File: config.mk
export PLATFORM = sky130hd
export DESIGN_NAME = prio_mixer_n
export DESIGN_NICKNAME = d
export VERILOG_FILES = /design/src/rtl/prio_mixer_pkg.sv /design/src/rtl/prio_mixer_stage.sv /design/src/rtl/prio_mixer_n.sv
export SDC_FILE = /design/constraint.sdc
export NUM_CORES = 1
export LEC_CHECK = 0
export CAP_MARGIN = 30
export CORE_UTILIZATION = 40
export CTS_BUF_LIST = sky130_fd_sc_hd__clkbuf_4 sky130_fd_sc_hd__clkbuf_8
export DETAILED_ROUTE_END_ITERATION = 12
export GPL_ROUTABILITY_DRIVEN = 0
export MAX_ROUTING_LAYER = met4
export PLACE_DENSITY = 0.6
export SKIP_LAST_GASP = 1
export SYNTH_ARGS = -nofsm -noshare
export SYNTH_HDL_FRONTEND = slang
export SYNTH_SLANG_ARGS = --single-unit
File: constraint.sdc
create_clock -name CLK -period 6.2 [get_ports CLK]
set_clock_uncertainty 0.15 [all_clocks]
set_input_delay 0.62 -clock CLK [delete_from_list [all_inputs] [get_ports CLK]]
set_output_delay 0.62 -clock CLK [all_outputs]
set_load 0.05 [all_outputs]
File: src/rtl/prio_mixer_pkg.sv
// Shared constants, the running-candidate record and the layer transparency rule
// for the priority mixer.
package prio_mixer_pkg;

  localparam int MAX_PW   = 8;
  localparam int MAX_COLW = 24;

  localparam logic [4:0] ADDR_BANK0  = 5'd8;
  localparam logic [4:0] ADDR_TMODE  = 5'd16;
  localparam logic [4:0] ADDR_PSEL   = 5'd17;
  localparam logic [4:0] ADDR_BRTH   = 5'd18;
  localparam logic [4:0] ADDR_ENABLE = 5'd19;
  localparam logic [4:0] ADDR_SHTH1  = 5'd20;
  localparam logic [4:0] ADDR_SHTH2  = 5'd21;
  localparam logic [4:0] ADDR_SHTH3  = 5'd22;

  // Fields are sized for the widest supported layer; narrower values are zero-extended.
  typedef struct packed {
    logic                opaque;
    logic [MAX_PW-1:0]   prio;
    logic [MAX_COLW-1:0] color;
  } cand_t;

  localparam int CAND_W = $bits(cand_t);

  function automatic logic layer_opaque(input logic [7:0] ci_low, input logic tmode,
                                        input logic enable);
    return enable && (tmode ? (ci_low != 8'd0) : (ci_low[3:0] != 4'd0));
  endfunction

endpackage

File: src/rtl/prio_mixer_stage.sv
// One chain stage: merge a single layer into the running candidate and register it.
module prio_mixer_stage
  import prio_mixer_pkg::*;
#(
  parameter int PW = 6,
  parameter int CW = 9,
  parameter int BW = 2
) (
  input  logic              clk,
  input  logic              rst_n,
  input  logic [CAND_W-1:0] cand_in,
  input  logic [CW-1:0]     ci,
  input  logic [PW-1:0]     pr,
  input  logic [PW-1:0]     prio_reg,
  input  logic [BW-1:0]     bank,
  input  logic              tmode,
  input  logic              psel,
  input  logic              enable,
  output logic [CAND_W-1:0] cand_out
);

  cand_t             prev;
  cand_t             merged;
  logic              opaque;
  logic [MAX_PW-1:0] eff_prio;

  assign prev = cand_t'(cand_in);

  // Strict less-than keeps ties with the earlier (lower-index) layer.
  always_comb begin
    opaque   = layer_opaque(ci[7:0], tmode, enable);
    eff_prio = MAX_PW'(psel ? prio_reg : pr);
    merged   = prev;
    if (opaque && (!prev.opaque || eff_prio < prev.prio)) begin
      merged.opaque = 1'b1;
      merged.prio   = eff_prio;
      merged.color  = MAX_COLW'({bank, ci});
    end
  end

  always_ff @(posedge clk or negedge rst_n) begin
    if (!rst_n) cand_out <= '0;
    else        cand_out <= merged;
  end

endmodule

File: src/rtl/prio_mixer_n.sv
// N-layer priority mixer: register file, layer-0 seed, linear merge chain with
// per-layer input delays, and the output stage (brightness and shadow gating).
module prio_mixer_n
  import prio_mixer_pkg::*;
#(
  parameter int NLAYER = 5,
  parameter int CW     = 9,
  parameter int PW     = 6,
  parameter int BW     = 2
) (
  input  logic                 CLK,
  input  logic                 nRESET,
  input  logic                 nCS,
  input  logic [4:0]           ADDR,
  input  logic [7:0]           DIN,
  input  logic [NLAYER*PW-1:0] PR,
  input  logic [NLAYER*CW-1:0] CI,
  input  logic [1:0]           SDI,
  output logic [BW+CW-1:0]     CO,
  output logic                 NCOL,
  output logic                 BRIT,
  output logic [1:0]           SDO
);

  logic [PW-1:0]     prio_r [NLAYER];
  logic [BW-1:0]     bank_r [NLAYER];
  logic [NLAYER-1:0] tmode_r;
  logic [NLAYER-1:0] psel_r;
  logic [NLAYER-1:0] enable_r;
  logic [PW-1:0]     brth_r;
  logic [PW-1:0]     shth_r [3];

  always_ff @(posedge CLK or negedge nRESET) begin
    if (!nRESET) begin
      for (int i = 0; i < NLAYER; i++) begin
        prio_r[i] <= '1;
        bank_r[i] <= '0;
      end
      tmode_r  <= '0;
      psel_r   <= '0;
      enable_r <= '1;
      brth_r   <= '1;
      for (int j = 0; j < 3; j++) shth_r[j] <= '1;
    end else if (!nCS) begin
      for (int i = 0; i < NLAYER; i++) begin
        if (ADDR == 5'(i))              prio_r[i] <= DIN[PW-1:0];
        if (ADDR == ADDR_BANK0 + 5'(i)) bank_r[i] <= DIN[BW-1:0];
      end
      case (ADDR)
        ADDR_TMODE:  tmode_r   <= DIN[NLAYER-1:0];
        ADDR_PSEL:   psel_r    <= DIN[NLAYER-1:0];
        ADDR_BRTH:   brth_r    <= DIN[PW-1:0];
        ADDR_ENABLE: enable_r  <= DIN[NLAYER-1:0];
        ADDR_SHTH1:  shth_r[0] <= DIN[PW-1:0];
        ADDR_SHTH2:  shth_r[1] <= DIN[PW-1:0];
        ADDR_SHTH3:  shth_r[2] <= DIN[PW-1:0];
        default: ;
      endcase
    end
  end

  logic [CAND_W-1:0] chain [NLAYER];
  cand_t             seed_d;
  logic [CAND_W-1:0] seed_q;

  always_comb begin
    seed_d = '0;
    if (layer_opaque(CI[7:0], tmode_r[0], enable_r[0])) begin
      seed_d.opaque = 1'b1;
      seed_d.prio   = MAX_PW'(psel_r[0] ? prio_r[0] : PR[PW-1:0]);
      seed_d.color  = MAX_COLW'({bank_r[0], CI[CW-1:0]});
    end
  end

  always_ff @(posedge CLK or negedge nRESET) begin
    if (!nRESET) seed_q <= '0;
    else         seed_q <= seed_d;
  end

  assign chain[0] = seed_q;

  // Layer k is delayed k cycles so it meets the candidate of the same pixel.
  for (genvar k = 1; k < NLAYER; k++) begin : g_layer
    logic [CW-1:0] ci_d [k];
    logic [PW-1:0] pr_d [k];

    always_ff @(posedge CLK or negedge nRESET) begin
      if (!nRESET) begin
        for (int j = 0; j < k; j++) begin
          ci_d[j] <= '0;
          pr_d[j] <= '0;
        end
      end else begin
        ci_d[0] <= CI[k*CW +: CW];
        pr_d[0] <= PR[k*PW +: PW];
        for (int j = 1; j < k; j++) begin
          ci_d[j] <= ci_d[j-1];
          pr_d[j] <= pr_d[j-1];
        end
      end
    end

    prio_mixer_stage #(.PW(PW), .CW(CW), .BW(BW)) u_stage (
      .clk      (CLK),
      .rst_n    (nRESET),
      .cand_in  (chain[k-1]),
      .ci       (ci_d[k-1]),
      .pr       (pr_d[k-1]),
      .prio_reg (prio_r[k]),
      .bank     (bank_r[k]),
      .tmode    (tmode_r[k]),
      .psel     (psel_r[k]),
      .enable   (enable_r[k]),
      .cand_out (chain[k])
    );
  end

  logic [1:0] sdi_d [NLAYER];

  always_ff @(posedge CLK or negedge nRESET) begin
    if (!nRESET) begin
      for (int j = 0; j < NLAYER; j++) sdi_d[j] <= '0;
    end else begin
      sdi_d[0] <= SDI;
      for (int j = 1; j < NLAYER; j++) sdi_d[j] <= sdi_d[j-1];
    end
  end

  cand_t             last;
  logic [1:0]        sdi_out;
  logic [MAX_PW-1:0] win_prio;
  logic [MAX_PW-1:0] thr;

  assign last    = cand_t'(chain[NLAYER-1]);
  assign sdi_out = sdi_d[NLAYER-1];

  always_comb begin
    win_prio = last.opaque ? last.prio : MAX_PW'({PW{1'b1}});
    thr      = MAX_PW'({PW{1'b1}});
    case (sdi_out)
      2'd1:    thr = MAX_PW'(shth_r[0]);
      2'd2:    thr = MAX_PW'(shth_r[1]);
      2'd3:    thr = MAX_PW'(shth_r[2]);
      default: ;
    endcase
  end

  always_ff @(posedge CLK or negedge nRESET) begin
    if (!nRESET) begin
      CO   <= '0;
      NCOL <= 1'b1;
      BRIT <= 1'b0;
      SDO  <= 2'b00;
    end else begin
      CO   <= last.opaque ? last.color[BW+CW-1:0] : '0;
      NCOL <= !last.opaque;
      BRIT <= last.opaque && (win_prio < MAX_PW'(brth_r));
      SDO  <= (win_prio < thr) ? sdi_out : 2'b00;
    end
  end

endmodule

==> results.cfg <==
[placement]
io_buffers = 105
detailed_place_hpwl_mm = 14.5
place.detailed.instances = 1228

[sta]
relSlewSlack_pct = 41.1
final-hold-violation-count = 0
max_slew.worst_pin.slew_ns = 0.881
max_clock_freq_mhz = 328
post-route-period-util_pct = 49.2
rsz0062_at_grt = no
setup-tns-final_ns = 0
finalSetupViolations = 0
final.min_clock_period_ns = 3.05
maxSlewViolCount = 0

[logic_synthesis]
mappedNetlistArea_mm2 = 0.0123
ys_seq_elements = 344
synth.top_cells.by_area = sky130_fd_sc_hd__dfrtp_1 58%, sky130_fd_sc_hd__dfstp_2 13%, sky130_fd_sc_hd__mux2_2 12%
synth-edff-count = 0
ys_top_cells_by_count = 284 x sky130_fd_sc_hd__dfrtp_1, 127 x sky130_fd_sc_hd__mux2_2, 60 x sky130_fd_sc_hd__dfstp_2
post_synth_inst_count = 751
postSynthNetCount = 874
synth_top_area_share_pct = 57.6
netlist.top_cell.by_area = sky130_fd_sc_hd__dfrtp_1
postSynthAreaPerCell_um2 = 16.4
yosysMostFrequentCell = sky130_fd_sc_hd__dfrtp_1
synth.lib_cells_used.distinct = 41
yosysSeqAreaShare_pct = 70.3
yosys_most_used_dff = sky130_fd_sc_hd__dfrtp_1
async_reset_ff_share_pct = 100
synthesis.yosys.warnings = 0

[finish]
num_antenna_cells = 0
area_growth_pct = 21.5
post_layout_cell_count = 1332
final_standard_cell_utilization_of_the_core_pct = 49.9
filler_cell_count = 2599
nets = 1019
drive_above_1_share_pct = 34.7

[pwr]
total_switching_power_mw = 1.57
post-layout-total-power_mw = 6.00
max-vdd-ir-drop_mv = 0.172
leakagePower_nw = 6.76
netSwitchingFraction_pct = 26.2
comb_power_share_pct = 18.8
cell_area_power_density_mw_per_mm2 = 400
cell_internal_power_mw = 4.43
seq_power_share_pct = 47.3
pwr-share-clk_pct = 33.9

[die]
chipWidth_um = 178
dieHeight_um = 178
design.die.area_mm2 = 0.0316
core_mm2 = 0.0300
io_pins = 108
std_cell_rows = 63
start_util_pct = 41.1

[routing]
detail_route.drc_violations = 0
dr.pass1.iters = 4
detail_routed_net_length_per_standard_cell_um = 16.4
post_drt_via_cell_ratio = 4.62
drtAntennaViolNets = 0
num_vias = 6152
drt-initial-drc-count = 174
routed_wl_mm = 21.8

[critical_path]
cp_data_arrival_time_ns = 3.35
timing.setup.critical_path_class = reg -> reg
endpoint_kind = flip-flop
crit_path_max_fanout = 17
critical_path_required_ns = 6.50
critical_path.startpoint_type = flip-flop

[grt]
antenna_found_initial = 0
grt_max_degree = 134
globalRouteOverflowTotal = 0
gr-usage-all-layers_pct = 15.1
vias_in_the_first_global_route = 6557
grt_first_pass_wirelength_mm = 35.2

[worst_hold_path]
timing.hold.worst.class = reg -> reg

[cts]
cts-hold-fix-buffers = 1
tritoncts_num_sinks = 344
clk_pin_slew_worst_paths_ns = 0.06
cts.repair.resized = 0
cts-htree-levels = 2
insertion_delay_ns = 0.57
root_buffer = sky130_fd_sc_hd__clkbuf_8
cts.repair_timing.setup_buffer_count = 0
cts.path.max_buffers = 3
cts_buffers = 55
clock_tree_from_tritoncts = yes

[run]
max-cap-violations = 0

[outcome]
outcome = finished, final reports clean
==> critical path: stages (launching register included) <==
cell                       delay [ns]
sky130_fd_sc_hd__dfrtp_1         0.55
sky130_fd_sc_hd__mux2_2          0.40
sky130_fd_sc_hd__ha_1            0.31
sky130_fd_sc_hd__and4_1          0.21
sky130_fd_sc_hd__o221ai_2        0.08
sky130_fd_sc_hd__o211ai_1        0.09
sky130_fd_sc_hd__a21o_1          0.71
sky130_fd_sc_hd__mux2_2          0.43
==> layout by cell type, fill, tap and decap left out, types with 4 or more instances in the layout <==
cell	instances
sky130_fd_sc_hd__dfrtp_1	284
sky130_fd_sc_hd__mux2_2	127
sky130_fd_sc_hd__clkdlybuf4s50_1	104
sky130_fd_sc_hd__clkbuf_8	68
sky130_fd_sc_hd__dfstp_2	60
sky130_fd_sc_hd__nand2_1	31
sky130_fd_sc_hd__ha_1	30
sky130_fd_sc_hd__inv_1	27
sky130_fd_sc_hd__mux2_4	24
sky130_fd_sc_hd__mux2_1	20
sky130_fd_sc_hd__clkbuf_4	19
sky130_fd_sc_hd__and2_1	17
sky130_fd_sc_hd__nor2_1	12
sky130_fd_sc_hd__mux2i_1	12
sky130_fd_sc_hd__clkinv_2	12
sky130_fd_sc_hd__nand2b_1	11
sky130_fd_sc_hd__and3_1	10
sky130_fd_sc_hd__a21oi_1	8
sky130_fd_sc_hd__nor4_1	7
sky130_fd_sc_hd__o21ai_0	6
sky130_fd_sc_hd__o41ai_1	5
sky130_fd_sc_hd__a21o_1	4
==> area by class of cell <==
| type | instances | area [µm²] | share of cell area (%) |
|---|---|---|---|
| Sequential cell | 344 | 8680 | 57.9 |
| Multi-Input combinational cell | 359 | 3410 | 22.7 |
| Timing Repair Buffer | 109 | 1100 | 7.34 |
| Clock buffer | 87 | 1080 | 7.19 |
| Tap cell | 390 | 488 | 3.25 |
| Clock inverter | 16 | 136 | 0.909 |
| Inverter | 27 | 101 | 0.676 |
==> worst paths after layout <==
kind,startpoint,to,slack (ns),depth (start not counted)
min,g_layer[4].ci_d[12],g_layer[4].ci_d[3],0.19,0
max,psel_r[3],g_layer[3].u_stage.cand_out[0],3.15,7
min reg2reg,g_layer[4].ci_d[12],g_layer[4].ci_d[3],0.19,0
max reg2reg,psel_r[3],g_layer[3].u_stage.cand_out[0],3.15,7
min in group asynchronous,nRESET,seed_q[25],0.51,2
max in group asynchronous,nRESET,g_layer[3].ci_d[21],4.12,3
==> cell families (layout without fill, tap and decap cells) <==
group,count (synthesis),count (layout),synth area share (%)
adders and majority gates,30,30,3.04
DFF,344,344,70.3
buffers and inverters,48,239,2.05
AOI/OAI and AO/OA,40,40,2.59
muxes,183,183,17.3
and+or+nand+nor,106,106,4.70
==> power groups by stage <==
stage                     registers [mW]  clock network (mW)  logic, mW
after floorplan                     2.94                   0      0.716
after global placement              2.88                   0       1.13
after detailed placement            2.88                   0       1.14
after CTS                           2.84                2.11       1.15
after global routing                2.88                2.22       1.25
final                               2.84                2.04       1.13
==> metal layers <==
metal / global-route usage, % / part of all wire (%)
met2: 23.6 / 48
met3: 3.17 / 4.2
met1: 19.5 / 45
met5: - / 0
met4: 5.13 / 2.3
==> flip-flops by register name, summed over array words and instances (netlist names) <==
name	cells
g_layer.ci_d	90
g_layer.u_stage.cand_out	72
psel_r	5
brth_r	6
BRIT	1
SDO	2
seed_q	18
CO	11
sdi_d	8
bank_r	10
g_layer.pr_d	60
sdi_out	2
shth_r	18
prio_r	30
tmode_r	5
NCOL	1
enable_r	5
==> metrics by stage <==
step	setup WS [ns]	hold slack, ns	area [µm²]
2_1_floorplan	3.73	0.174	12300
3_3_place_gp	3.12	0.183	13800
3_5_place_dp	3.12	0.185	13800
4_1_cts	3.11	0.194	15000
5_1_grt	3.00	0.198	15000
6_report	3.15	0.189	15000
Power figures use the tool's default switching activity.
